--- src/rtl/gray_conv_arbiter_if.sv ---
// Bundle between the two binary requesters, the Gray result consumer and the
// arbiter. The block itself uses the slave view. An environment that drives
// the requesters and consumes the result uses the master view.
interface gray_conv_arbiter_if #(
    parameter int W = 4
);
    logic         req0_valid;
    logic [W-1:0] req0_bin;
    logic         req0_ready;
    logic         req1_valid;
    logic [W-1:0] req1_bin;
    logic         req1_ready;
    logic         out_valid;
    logic [W-1:0] out_gray;
    logic         out_id;
    logic         out_ready;
    logic [7:0]   done_count;

    modport slave (
        input  req0_valid, req0_bin, req1_valid, req1_bin, out_ready,
        output req0_ready, req1_ready, out_valid, out_gray, out_id, done_count
    );

    modport master (
        output req0_valid, req0_bin, req1_valid, req1_bin, out_ready,
        input  req0_ready, req1_ready, out_valid, out_gray, out_id, done_count
    );
endinterface

--- src/rtl/gray_conv_arbiter.sv ---
// Two-requester round-robin arbiter feeding a one-entry output register that
// holds the Gray code of the granted binary value. The block sustains one
// result per cycle. A running count of output handshakes is kept modulo 256.

// Per-requester binary to Gray converter. It is purely combinational.
module gray_conv_lane #(
    parameter int W = 4
) (
    input  logic [W-1:0] bin,
    output logic [W-1:0] gray
);
    // MSB passes through. Every other bit is XORed with its upper neighbour.
    always_comb gray = bin ^ (bin >> 1);
endmodule

module gray_conv_arbiter #(
    parameter int W = 4
) (
    input  logic                  clk,
    input  logic                  rst,
    gray_conv_arbiter_if.slave    bus
);
    localparam int NUM_REQ = 2;

    typedef enum logic {EMPTY = 1'b0, FULL = 1'b1} state_t;

    state_t                          state_q, state_d;
    logic [NUM_REQ-1:0]              req_valid;
    logic [NUM_REQ-1:0][W-1:0]       req_bin;
    logic [NUM_REQ-1:0][W-1:0]       req_gray;
    logic [NUM_REQ-1:0]              req_ready;
    logic                            can_load;
    logic                            accept;
    logic                            gnt_id;
    logic                            prio_q;
    logic [W-1:0]                    out_gray_q;
    logic                            out_id_q;
    logic [7:0]                      cnt_q;

    assign req_valid = {bus.req1_valid, bus.req0_valid};
    assign req_bin   = {bus.req1_bin,   bus.req0_bin};

    // Each requester gets its own converter, so the grant only has to mux finished codes.
    for (genvar g = 0; g < NUM_REQ; g++) begin : g_lane
        gray_conv_lane #(.W(W)) u_lane (
            .bin  (req_bin[g]),
            .gray (req_gray[g])
        );
    end

    // Grant selection, ready generation and next state of the output stage.
    always_comb begin
        state_d   = state_q;
        can_load  = 1'b0;
        gnt_id    = prio_q;
        accept    = 1'b0;
        req_ready = '0;

        // Reset blocks acceptance, so the readies stay low while it is held.
        if (!rst)
            can_load = (state_q == EMPTY) || bus.out_ready;

        unique case (req_valid)
            2'b01:   gnt_id = 1'b0;
            2'b10:   gnt_id = 1'b1;
            default: gnt_id = prio_q;
        endcase

        accept = can_load && (|req_valid);
        if (accept)
            req_ready[gnt_id] = 1'b1;

        unique case (state_q)
            EMPTY: if (accept) state_d = FULL;
            FULL:  if (bus.out_ready && !accept) state_d = EMPTY;
            default: state_d = EMPTY;
        endcase
    end

    // State register. Reset drops any pending result without handing it off.
    always_ff @(posedge clk) begin
        if (rst)
            state_q <= EMPTY;
        else
            state_q <= state_d;
    end

    // Result register and round-robin pointer update on every acceptance.
    always_ff @(posedge clk) begin
        if (rst) begin
            out_gray_q <= '0;
            out_id_q   <= 1'b0;
            prio_q     <= 1'b0;
        end else if (accept) begin
            out_gray_q <= req_gray[gnt_id];
            out_id_q   <= gnt_id;
            prio_q     <= ~gnt_id;
        end
    end

    // Count completed handshakes. A handshake in a reset cycle is not counted.
    always_ff @(posedge clk) begin
        if (rst)
            cnt_q <= '0;
        else if (state_q == FULL && bus.out_ready)
            cnt_q <= cnt_q + 8'd1;
    end

    assign bus.req0_ready = req_ready[0];
    assign bus.req1_ready = req_ready[1];
    assign bus.out_valid  = (state_q == FULL);
    assign bus.out_gray   = out_gray_q;
    assign bus.out_id     = out_id_q;
    assign bus.done_count = cnt_q;
endmodule

--- src/flat_wrapper.sv ---
// flat-port wrapper written by rule: the top's interface ports become plain ports
module gray_conv_arbiter_flat 
#(
    parameter int W = 4
)
  (clk, rst, bus_req0_valid, bus_req0_bin, bus_req1_valid, bus_req1_bin, bus_out_ready, bus_req0_ready, bus_req1_ready, bus_out_valid, bus_out_gray, bus_out_id, bus_done_count);
  gray_conv_arbiter_if #(.W(W)) bus_i ();
  input  logic clk;
  input  logic rst;
  input wire logic [$bits(bus_i.req0_valid)-1:0] bus_req0_valid;
  input wire logic [$bits(bus_i.req0_bin)-1:0] bus_req0_bin;
  input wire logic [$bits(bus_i.req1_valid)-1:0] bus_req1_valid;
  input wire logic [$bits(bus_i.req1_bin)-1:0] bus_req1_bin;
  input wire logic [$bits(bus_i.out_ready)-1:0] bus_out_ready;
  output wire logic [$bits(bus_i.req0_ready)-1:0] bus_req0_ready;
  output wire logic [$bits(bus_i.req1_ready)-1:0] bus_req1_ready;
  output wire logic [$bits(bus_i.out_valid)-1:0] bus_out_valid;
  output wire logic [$bits(bus_i.out_gray)-1:0] bus_out_gray;
  output wire logic [$bits(bus_i.out_id)-1:0] bus_out_id;
  output wire logic [$bits(bus_i.done_count)-1:0] bus_done_count;
  assign bus_i.req0_valid = bus_req0_valid;
  assign bus_i.req0_bin = bus_req0_bin;
  assign bus_i.req1_valid = bus_req1_valid;
  assign bus_i.req1_bin = bus_req1_bin;
  assign bus_i.out_ready = bus_out_ready;
  assign bus_req0_ready = bus_i.req0_ready;
  assign bus_req1_ready = bus_i.req1_ready;
  assign bus_out_valid = bus_i.out_valid;
  assign bus_out_gray = bus_i.out_gray;
  assign bus_out_id = bus_i.out_id;
  assign bus_done_count = bus_i.done_count;
  gray_conv_arbiter #(.W(W)) u_core (.clk(clk), .rst(rst), .bus(bus_i));
endmodule
--- config.mk ---
export PLATFORM = sky130hd
export DESIGN_NAME = gray_conv_arbiter_flat
export DESIGN_NICKNAME = d
export VERILOG_FILES = /design/src/rtl/gray_conv_arbiter_if.sv /design/src/rtl/gray_conv_arbiter.sv /design/src/flat_wrapper.sv
export SDC_FILE = /design/constraint.sdc
export NUM_CORES = 1
export LEC_CHECK = 0
export CAP_MARGIN = 20
export CORE_MARGIN = 2
export CORE_UTILIZATION = 40
export CTS_BUF_LIST = sky130_fd_sc_hd__clkbuf_4 sky130_fd_sc_hd__clkbuf_8 sky130_fd_sc_hd__clkbuf_16
export DETAILED_ROUTE_END_ITERATION = 8
export DONT_BUFFER_PORTS = 1
export PLACE_DENSITY = 0.53
export SETUP_SLACK_MARGIN = 0.02
export SYNTH_ARGS = -nofsm -noshare
export SYNTH_HDL_FRONTEND = slang
export SYNTH_SLANG_ARGS = --single-unit
--- constraint.sdc ---
create_clock -name clk -period 2.98 [get_ports clk]
set_clock_uncertainty 0.15 [all_clocks]
set_input_delay 0.894 -clock clk [delete_from_list [all_inputs] [get_ports clk]]
set_output_delay 0.894 -clock clk [all_outputs]
set_load 0.1 [all_outputs]
==> impl_summary.txt <==
----------------------------------------------------
[Status]
  Outcome ... finished, final reports clean

[Final layout]
  Layout Area Growth over Synthesis ... 30.5%
  Final design area excluding fillers ... 975 um2
  Layout Nets ... 118
  Antenna diode instance count ... 0
  Layout cell share with drive strength beyond 1 ... 0.267

[STA]
  Max Slew Vio Count ... 0
  Worst hold slack across all endpoints ... about 350 ps
  RSZ-0062 raised after global routing ... false
  Worst-margin pin slew ... between 900 and 1000 ps
  Final setup violation count ... 0
  Period utilisation layout ... 0.956
  Tightest slew margin relative to the limit ... 0.344
  Final number of hold-violating endpoints ... 0
  Max Clk Rate ... around 350 MHz
  Crit path time final ... 2850 ps

[Power and ir drop]
  Share of total power in sequential cells ... 0.447
  Power per standard cell area ... between 400 and 500 nW/um2
  Clock power frac ... 0.238
  Combinational power share ... 0.315
  Leakage power total ... 0.397 nW
  Net Sw Power ... between 150 and 200 uW
  Sw Share ... 0.376
  Worst IR drop on VDD ... about 280 uV
  Internal ... 303 uW

[Worst setup path]
  Reg2Reg Setup Slack ... approximately 1300 ps
  Path depth of the worst reg2reg path ... 5
  Worst flop-to-flop path endpoint ... u_core.bus.done_count[6]
  Critical path endpoint category ... output pin
  Peak fanout along the critical path ... 3
  Worst endpoint data arrival time ... roughly 1800 ps
  Type of the setup path with the least slack ... input port to output pin
  Required time reported for the critical path endpoint ... a little under 2000 ps
  Worst flop-to-flop path startpoint ... u_core.bus.done_count[1]
  Startpoint type of the worst setup path ... input port

[Worst hold path]
  Worst Hold Depth ... 2
  Beginning of the worst hold path ... u_core.bus.done_count[6]
  Class of the tightest hold or removal check ... flop to flop
  Worst Hold End ... u_core.bus.done_count[6]

[Synthesis]
  Synthesized netlist cell count ... 82
  Cell Area, Synth ... around 750 um2
  Yosys synthesis warning count ... 0
  Leading cell types by total area after synthesis ... dfxtp_1 (40%), xor2_1 (8.2%), a21oi_1 (6.0%)
  Sequential element share of the synthesized area ... 0.402
  Register bit total from synthesis ... 15
  Synthesized netlist net count ... 98
  Yosys cell types ... 26
  Avg Synthesized Cell Area ... 9.11 um2
  Post-synth top area cell ... dfxtp_1
  Share of Yosys cell area claimed by the top area cell type ... 0.402

[Drt]
  Detailed Routing Iterations Pass 1 ... 3
  Routed metal-1 wire length ... between 500 and 600 um
  Number of design-rule violations left by the first detailed-router iteration ... 10
  Met3 wire len ... about 90 um
  Avg Vias per Cell ... 5.21
  Post-Route WL ... approximately 1.5 mm
  Final routed wire length divided by cell count ... ~12 um
  Length of routed met2 wiring ... 822 um
  DRC violation count after routing ... 0
  Post-route antenna net violation count ... 0
  Detailed-route via count ... 656
  Uppermost routed layer ... met4

[Floorplanning]
  Rows ... 15
  Top-Level Pins ... 29
  Core outline area ... ~1700 um2
  Die boundary height ... 47.2 um
  Chip width ... 47.2 um
  Overall die area ... about 2200 um2
  Initial Utilization ... 0.428

[Global route]
  Global-route usage over all layers ... 0.162
  Wire length of the first global-routing pass ... 2.50 mm
  Maximum number of pins on one net before global-route repair ... 14
  Vias in the first global route ... roughly 640
  Aggregate global routing overflow ... 0
  Initial antenna violation count ... 0

[Clock network]
  Number of buffers inserted during clock tree synthesis ... 3
  Clock Pin Slew Worst Setup and Hold Paths ... 100 ps
  Hold buffer count at CTS ... 0
  Clock sinks ... 15
  # resized after CTS ... 0
  H-Tree Level Count ... 1
  Clock tree buffer depth ... 2
  Clock tree from TritonCTS ... done
  Clock Latency Late Sink ... between 200 and 300 ps
  Post CTS Setup Buffer Count ... 0
  Clock tree root driver cell ... clkbuf_4

[Flow run]
  Max cap viols ... 0

[Placed design]
  Buffers on Ports ... 0
  HPWL after DPL ... between 1 and 1.5 mm
  Total placed instance area ... around 950 um2
  Weighted congestion at the end of routability-driven global placement ... around 0.71

----------------------------------------------------
-- power groups by stage --
| stage | Sequential, mW | Combinational (mW) | Clock (mW) |
|---|---|---|---|
| finish | 0.217 | 0.153 | 0.116 |
| detailed placement | 0.222 | 0.154 | 0 |
| global placement | 0.222 | 0.152 | 0 |
| global route | 0.218 | 0.161 | 0.130 |
| floorplan | 0.289 | 0.0589 | 0 |
| CTS | 0.217 | 0.154 | 0.122 |
-- cells in the mapped netlist, drive strengths merged --
cell / instances
dfxtp: 15
a21oi: 9
o21ai: 7
xor2: 7
inv: 5
mux2i: 5
nand2: 4
nor2: 4
or3: 4
ha: 3
nand3: 3
o211ai: 3
nand4: 2
a21boi: 1
a311oi: 1
and3: 1
clkbuf: 1
nand2b: 1
nor2b: 1
nor3: 1
o21a: 1
o31ai: 1
or4: 1
xnor2: 1
-- cell usage in the layout (no fill, tap or decap), drive strengths merged --
cell and instances:
buf 16, nand2 4, nand4 2, and3 1
clkbuf 3, or4 1, or3 4, a21oi 9
xor2 7, clkinv 1, dfxtp 15, nor3 1
nand3 3, nor2b 1, ha 3, mux2i 5
nor2 4, xnor2 1, a21boi 1, o211ai 3
o21ai 7, o31ai 1, a311oi 1, nand2b 1
inv 5, o21a 1
-- cells by family (layout without fill, tap and decap cells) --
group | count (synthesis) | count (layout) | share of synthesized area
compound gates | 23 | 23 | 0.179
xor+xnor | 8 | 8 | 0.0938
fa+ha+maj | 3 | 3 | 0.0503
buf+inv | 6 | 25 | 0.0301
flops | 15 | 15 | 0.402
mux | 5 | 5 | 0.0838
simple gates | 22 | 22 | 0.161
-- per-layer routing --
metal / track usage / up-vias
met5: 0 / -
met1: 0.157 / 300
met4: 0.0500 / 0
met2: 0.312 / 18
li1: - / 336
met3: 0.0615 / 2
-- state kept, by name, indices dropped and copies added, names as in the netlist --
| register | count |
|---|---|
| u_core.bus.done_count | 8 |
| u_core.bus.out_gray | 4 |
| u_core.bus.out_id | 1 |
| u_core.bus.out_valid | 1 |
| u_core.prio_q | 1 |
-- layout make-up --
type	instances	area [um2]
Clock buffer	3	22.5
Clock inverter	1	5.00
Fill cell	158	771
Inverter	5	33.8
Multi-Input combinational cell	61	449
Sequential cell	15	300
Tap cell	25	31.3
Timing Repair Buffer	16	133
-- worst max-delay path by stage --
stage	from	to	slack [ps]	cells past startpoint
6_report	bus_req1_valid	bus_req0_ready	130	4
5_1_grt	bus_req1_valid	bus_req0_ready	110	4
4_1_cts	bus_req1_valid	bus_req0_ready	130	4
3_5_place_dp	bus_req1_valid	bus_req0_ready	130	4
3_3_place_gp	bus_req1_valid	bus_req0_ready	140	4
2_1_floorplan	bus_req1_valid	bus_req0_ready	-30	4
-- per-stage QoR --
step           std cells  TNS, ps  power [mW]  worst slack (ps)  utilization
4_1_cts              126        0       0.493               129        0.558
6_report             126        0       0.486               132        0.558
2_1_floorplan         82    -29.5       0.348             -25.2            -
3_5_place_dp         122        0       0.375               129        0.543
5_1_grt              126        0       0.509               115        0.558
3_3_place_gp         122        0       0.374               141        0.543
-- critical path: stages --
cell and delay, ps:
inv_8 10, ha_4 260, mux2i_4 220, and3_4 410
Power figures use the tool's default switching activity.
==> RTL edit 1, RTL diff (config.mk and constraints unchanged) <==
`W` is set to 4 in 4 places; all go to 5.
--- a/src/rtl/gray_conv_arbiter_if.sv
+++ b/src/rtl/gray_conv_arbiter_if.sv
@@ -2,7 +2,7 @@
 // arbiter. The block itself uses the slave view. An environment that drives
 // the requesters and consumes the result uses the master view.
 interface gray_conv_arbiter_if #(
-    parameter int W = 4
+    parameter int W = 5
 );
     logic         req0_valid;
     logic [W-1:0] req0_bin;
--- a/src/rtl/gray_conv_arbiter.sv
+++ b/src/rtl/gray_conv_arbiter.sv
@@ -4,7 +4,7 @@
 
 // Per-requester binary to Gray converter. It is purely combinational.
 module gray_conv_lane #(
-    parameter int W = 4
+    parameter int W = 5
 ) (
     input  logic [W-1:0] bin,
     output logic [W-1:0] gray
@@ -14,7 +14,7 @@
 endmodule
 
 module gray_conv_arbiter #(
-    parameter int W = 4
+    parameter int W = 5
 ) (
     input  logic                  clk,
     input  logic                  rst,
--- a/src/flat_wrapper.sv
+++ b/src/flat_wrapper.sv
@@ -1,7 +1,7 @@
 // flat-port wrapper written by rule: the top's interface ports become plain ports
 module gray_conv_arbiter_flat 
 #(
-    parameter int W = 4
+    parameter int W = 5
 )
   (clk, rst, bus_req0_valid, bus_req0_bin, bus_req1_valid, bus_req1_bin, bus_out_ready, bus_req0_ready, bus_req1_ready, bus_out_valid, bus_out_gray, bus_out_id, bus_done_count);
   gray_conv_arbiter_if #(.W(W)) bus_i ();
Ports: changed (resized bus_out_gray, bus_req0_bin and bus_req1_bin); port bits go from 29 to 32. The function was not compared with the original's and may differ.
==> RTL edit 1 against the original RTL <==
Routed wire length rose by 5.2%. Design area rose by 7.1%. Non-clock buffer count rose by 2. Setup slack got worse by 0.084 ns. Critical path type unchanged. Largest power group unchanged. Area after synthesis rose by 8.0%. Total power rose by 6.5%. Sequential cell count rose by 1. Sequential share of layout area fell by 0.11 points.
==> RTL edit 1: results (changes against the original RTL) <==
[outcome]
status=completed

[synth]
synth-adder-area-share=0.0465  ; -0.00374
synth_common_cells=dfxtp_1 (16), a21oi_1 (9), xor2_1 (9)
netlist-cell-type-count=28  ; +7.7%
yosys-top-cells-area=dfxtp_1 (40%), xor2_1 (9.8%), mux2i_1 (6.2%)
synth_xor_area_frac=0.109  ; +0.0147
synth.area.mux_share=0.0760  ; -0.00778
seq_area_frac_synth=0.397  ; -0.00511
synth_compound_area_frac=0.181  ; +0.00217
synth_fp_nets=106  ; +8.2%
netlist_instances=88  ; +7.3%

[worst_setup_path]
worst_ep_arrival_time_ns=1.89  ; +0.09 ns
cp_slowest_cell=and3_2
crit_fanout=3  ; unchanged
max_stage_delay_ns=0.41  ; about the same
worstRegToRegCells=4  ; -1
critPathLaunch=bus_req0_valid
reg2reg_from=u_core.bus.out_valid
path_delay_family=simple AND/OR/NAND/NOR gates
reg2reg_setup_slack_ns=1.25  ; about the same
r2r-end=u_core.bus.done_count[7]

[finish]
drive_gt1_frac=0.259  ; -0.00807
fin_cells=135  ; +7.1%
largest_reg_flops=8  ; unchanged

[grt]
grt_max_degree=15  ; +1
grt_pass1_wl_um=2660  ; +6.6%
grtUsageTotal=0.141  ; -0.0212
grt_antenna_before_repair=0  ; unchanged
grt_pass1_vias=669  ; +4.4%

[clocking]
cts_setup_buffers=0  ; unchanged
clk_latency_ns=0.28
cts_resized=0  ; unchanged
cts_made_buffers=3  ; unchanged

[timing]
holdWs_ns=0.352  ; -0.00199 ns
tightest_slew_ns=0.977  ; -0.00542 ns

[placement]
io_buffers=0  ; unchanged
gp_congestion=0.711  ; +0.52%
dpl.hpwl_um=1250  ; +6.1%
dp_cells=132  ; +8.2%
placed_area_um2=1010  ; +6.7%

[power]
p_leak_nw=0.416  ; +4.6%
ir_drop_mv=0.259  ; -7.7%
power.switching_w=0.000196  ; +7.3%

[drt]
post_drt_via_cell_ratio=5.19  ; -0.41%
postRouteWirelength_um=1590  ; +5.2%
drt_pass1_iterations=3  ; unchanged
drt_iter0_markers=9  ; -1

[worst_hold_path]
min_from=u_core.bus.done_count[1]
hold-path-endpoint=u_core.bus.done_count[1]

[RTL edit 1: how the worst max path moves through the flow]
stage / end / slack (ns) / cells past startpoint
floorplan: bus_req0_ready / -0.62 / 4
global placement: bus_req1_ready / 0.03 / 4
detailed placement: bus_req1_ready / 0.03 / 4
CTS: bus_req0_ready / 0.02 / 5
global route: bus_req0_ready / -0.004 / 5
finish: bus_req1_ready / 0.05 / 4
[RTL edit 1: layout make-up]
type                            count  area [um2]
Inverter                            5        28.8
Tap cell                           27        33.8
Timing Repair Buffer               18         148
Fill cell                         199         878
Clock buffer                        3        22.5
Multi-Input combinational cell     66         490
Sequential cell                    16         320
[RTL edit 1: metal layers]
layer	vias up	part of all wire	global-route usage	wire length, um
li1	360	-	-	-
met1	315	0.40	0.148	639
met2	23	0.51	0.265	819
met3	2	0.070	0.0337	112
met4	0	0.012	0.0571	19
met5	-	0	0	0
[RTL edit 1: power groups by stage]
| stage | combinational (W) | clock, W | sequential, W |
|---|---|---|---|
| 5_1_grt | 0.000184 | 0.000125 | 0.000232 |
| 4_1_cts | 0.000175 | 0.000118 | 0.000231 |
| 6_report | 0.000175 | 0.000112 | 0.000230 |
| 2_1_floorplan | 0.0000618 | 0 | 0.000315 |
| 3_3_place_gp | 0.000174 | 0 | 0.000236 |
| 3_5_place_dp | 0.000175 | 0 | 0.000236 |
[RTL edit 1: metrics by stage]
| stage | TNS [ns] | worst slack, ns |
|---|---|---|
| 5_1_grt | -0.00431 | -0.00431 |
| 6_report | 0 | 0.0477 |
| 3_3_place_gp | 0 | 0.0327 |
| 4_1_cts | 0 | 0.0232 |
| 3_5_place_dp | 0 | 0.0253 |
| 2_1_floorplan | -0.618 | -0.617 |
==> RTL edit 2, RTL diff (same settings) <==
Without the edit above. Make the reset (`rst`) asynchronous in 3 clocked blocks.
--- a/src/rtl/gray_conv_arbiter.sv
+++ b/src/rtl/gray_conv_arbiter.sv
@@ -78,7 +78,7 @@
     end
 
     // State register. Reset drops any pending result without handing it off.
-    always_ff @(posedge clk) begin
+    always_ff @(posedge clk or posedge rst) begin
         if (rst)
             state_q <= EMPTY;
         else
@@ -86,7 +86,7 @@
     end
 
     // Result register and round-robin pointer update on every acceptance.
-    always_ff @(posedge clk) begin
+    always_ff @(posedge clk or posedge rst) begin
         if (rst) begin
             out_gray_q <= '0;
             out_id_q   <= 1'b0;
@@ -99,7 +99,7 @@
     end
 
     // Count completed handshakes. A handshake in a reset cycle is not counted.
-    always_ff @(posedge clk) begin
+    always_ff @(posedge clk or posedge rst) begin
         if (rst)
             cnt_q <= '0;
         else if (state_q == FULL && bus.out_ready)
Formal check against the unedited RTL: differs if rst is asserted again (counterexample within 4 cycles, from zero or initial values and one cycle with rst high); with rst held inactive, the same outputs for 10 cycles.
==> RTL edit 2 against the original RTL <==
Count of clock-buffer cells in the layout is 1 higher. Die area is 3.2% higher. Area after synthesis is 3.5% higher. Routed wire length is 7.7% lower. Design area is 0.13% higher. Setup slack worse by 0.0095 ns. Sequential cell count stayed put. Critical path type unchanged. Critical endpoint unchanged. Largest cell class unchanged. Highest routed layer unchanged.
Power is not compared: it rests on default switching activity, and its combinational part moved more than twofold at a synthesized area within 25%.
==> RTL edit 2: results (changes against the original RTL) <==
[outcome]
status=completed

[worst_hold_path]
min_from=u_core.bus.done_count[7]
hold-path-endpoint=u_core.bus.done_count[7]
hold_depth=1  ; -1

[grt]
grt_pass1_vias=506  ; -21%
grt_pass1_wl_um=2190  ; -12%
grt_max_degree=16  ; +2
grtUsageTotal=0.142  ; -0.0194

[worst_setup_path]
worst_ep_arrival_time_ns=1.81
reg2reg_from=u_core.bus.done_count[0]
worstRegToRegCells=4  ; -1
reg2reg_setup_slack_ns=1.03  ; -0.22 ns
startpoint_type=input pin
r2r-end=u_core.bus.done_count[5]

[synth]
synth_fp_nets=82  ; -16%
async_flop_share=1.00  ; +1.00
synth_common_cells=dfrtp_1 (15), xnor2_1 (9), mux2_2 (5)
synth_compound_area_frac=0.0227  ; -0.157
yosys-top-cells-area=dfrtp_1 (49%), xnor2_1 (10%), mux2_2 (7.3%)
netlist_instances=66  ; -20%
synth.area.mux_share=0.160  ; +0.0764
netlist-cell-type-count=20  ; -23%
synth-adder-area-share=0.0485  ; -0.00171
seq_area_frac_synth=0.485  ; +0.0834
synth_xor_area_frac=0.147  ; +0.0534

[placement]
gp_congestion=0.739  ; +4.5%
dpl.hpwl_um=1120  ; -5.1%
dp_cells=103  ; -16%
placed_area_um2=946  ; -0.13%
place_ws_ns=0.126  ; -0.00313 ns

[finish]
nets=99  ; -16%
drive_gt1_frac=0.341  ; +0.0741
fillers=171  ; +8.2%

[drt]
drt_pass1_iterations=2  ; -1
post_drt_via_cell_ratio=5.00  ; -4.0%
drt_iter0_markers=3  ; -7
vias=535  ; -18%

[timing]
slew_headroom=0.372  ; +0.0284

[power]
p_total_w=0.00111

[clocking]
clk_latency_ns=0.27  ; -0.02 ns

==> RTL edit 2: cell types whose count changed after synthesis, moves of 5 or more <==
cell     unedited run  this run
dfrtp_1             0        15
dfxtp_1            15         0
a21oi_1             9         1
xnor2_1             1         9
o21ai_0             7         1
mux2_2              0         5
==> RTL edit 2: area by class of cell <==
cell class | count | share of cell area
multi-input combinational | 48 | 0.421
sequential | 15 | 0.385
timing repair buffer | 12 | 0.105
tap | 25 | 0.0321
clock buffer | 4 | 0.0308
inverter | 3 | 0.0269
==> RTL edit 2: how the worst max path moves through the flow <==
stage | depth (start not counted) | to | start | slack [ns]
floorplan | 4 | bus_req0_ready | bus_req1_valid | -0.03
global placement | 4 | bus_req0_ready | bus_req1_valid | 0.15
detailed placement | 4 | bus_req0_ready | bus_req1_valid | 0.13
CTS | 4 | bus_req0_ready | bus_req1_valid | 0.12
global route | 4 | bus_req0_ready | bus_req1_valid | 0.09
finish | 4 | bus_req0_ready | bus_req1_valid | 0.12
==> RTL edit 2: metal layers <==
| layer | track usage | share of wire |
|---|---|---|
| met5 | 0 | 0 |
| met4 | 0.0649 | 0.0093 |
| met3 | 0.0453 | 0.074 |
| met2 | 0.232 | 0.50 |
| met1 | 0.171 | 0.42 |
==> RTL edit 2: critical path, cell delays in order <==
cell and delay, ns:
inv_8 0.01, ha_4 0.26, mux2i_4 0.22, and3_4 0.42
==> RTL edit 2: cells by family after synthesis <==
| logic type | count (synthesis) |
|---|---|
| muxes | 10 |
| xor gates and xnor gates | 13 |
| AOI/OAI and AO/OA | 3 |
| adders and majority gates | 3 |
| and+or+nand+nor | 19 |
| DFF | 15 |
| buffers and inverters | 3 |
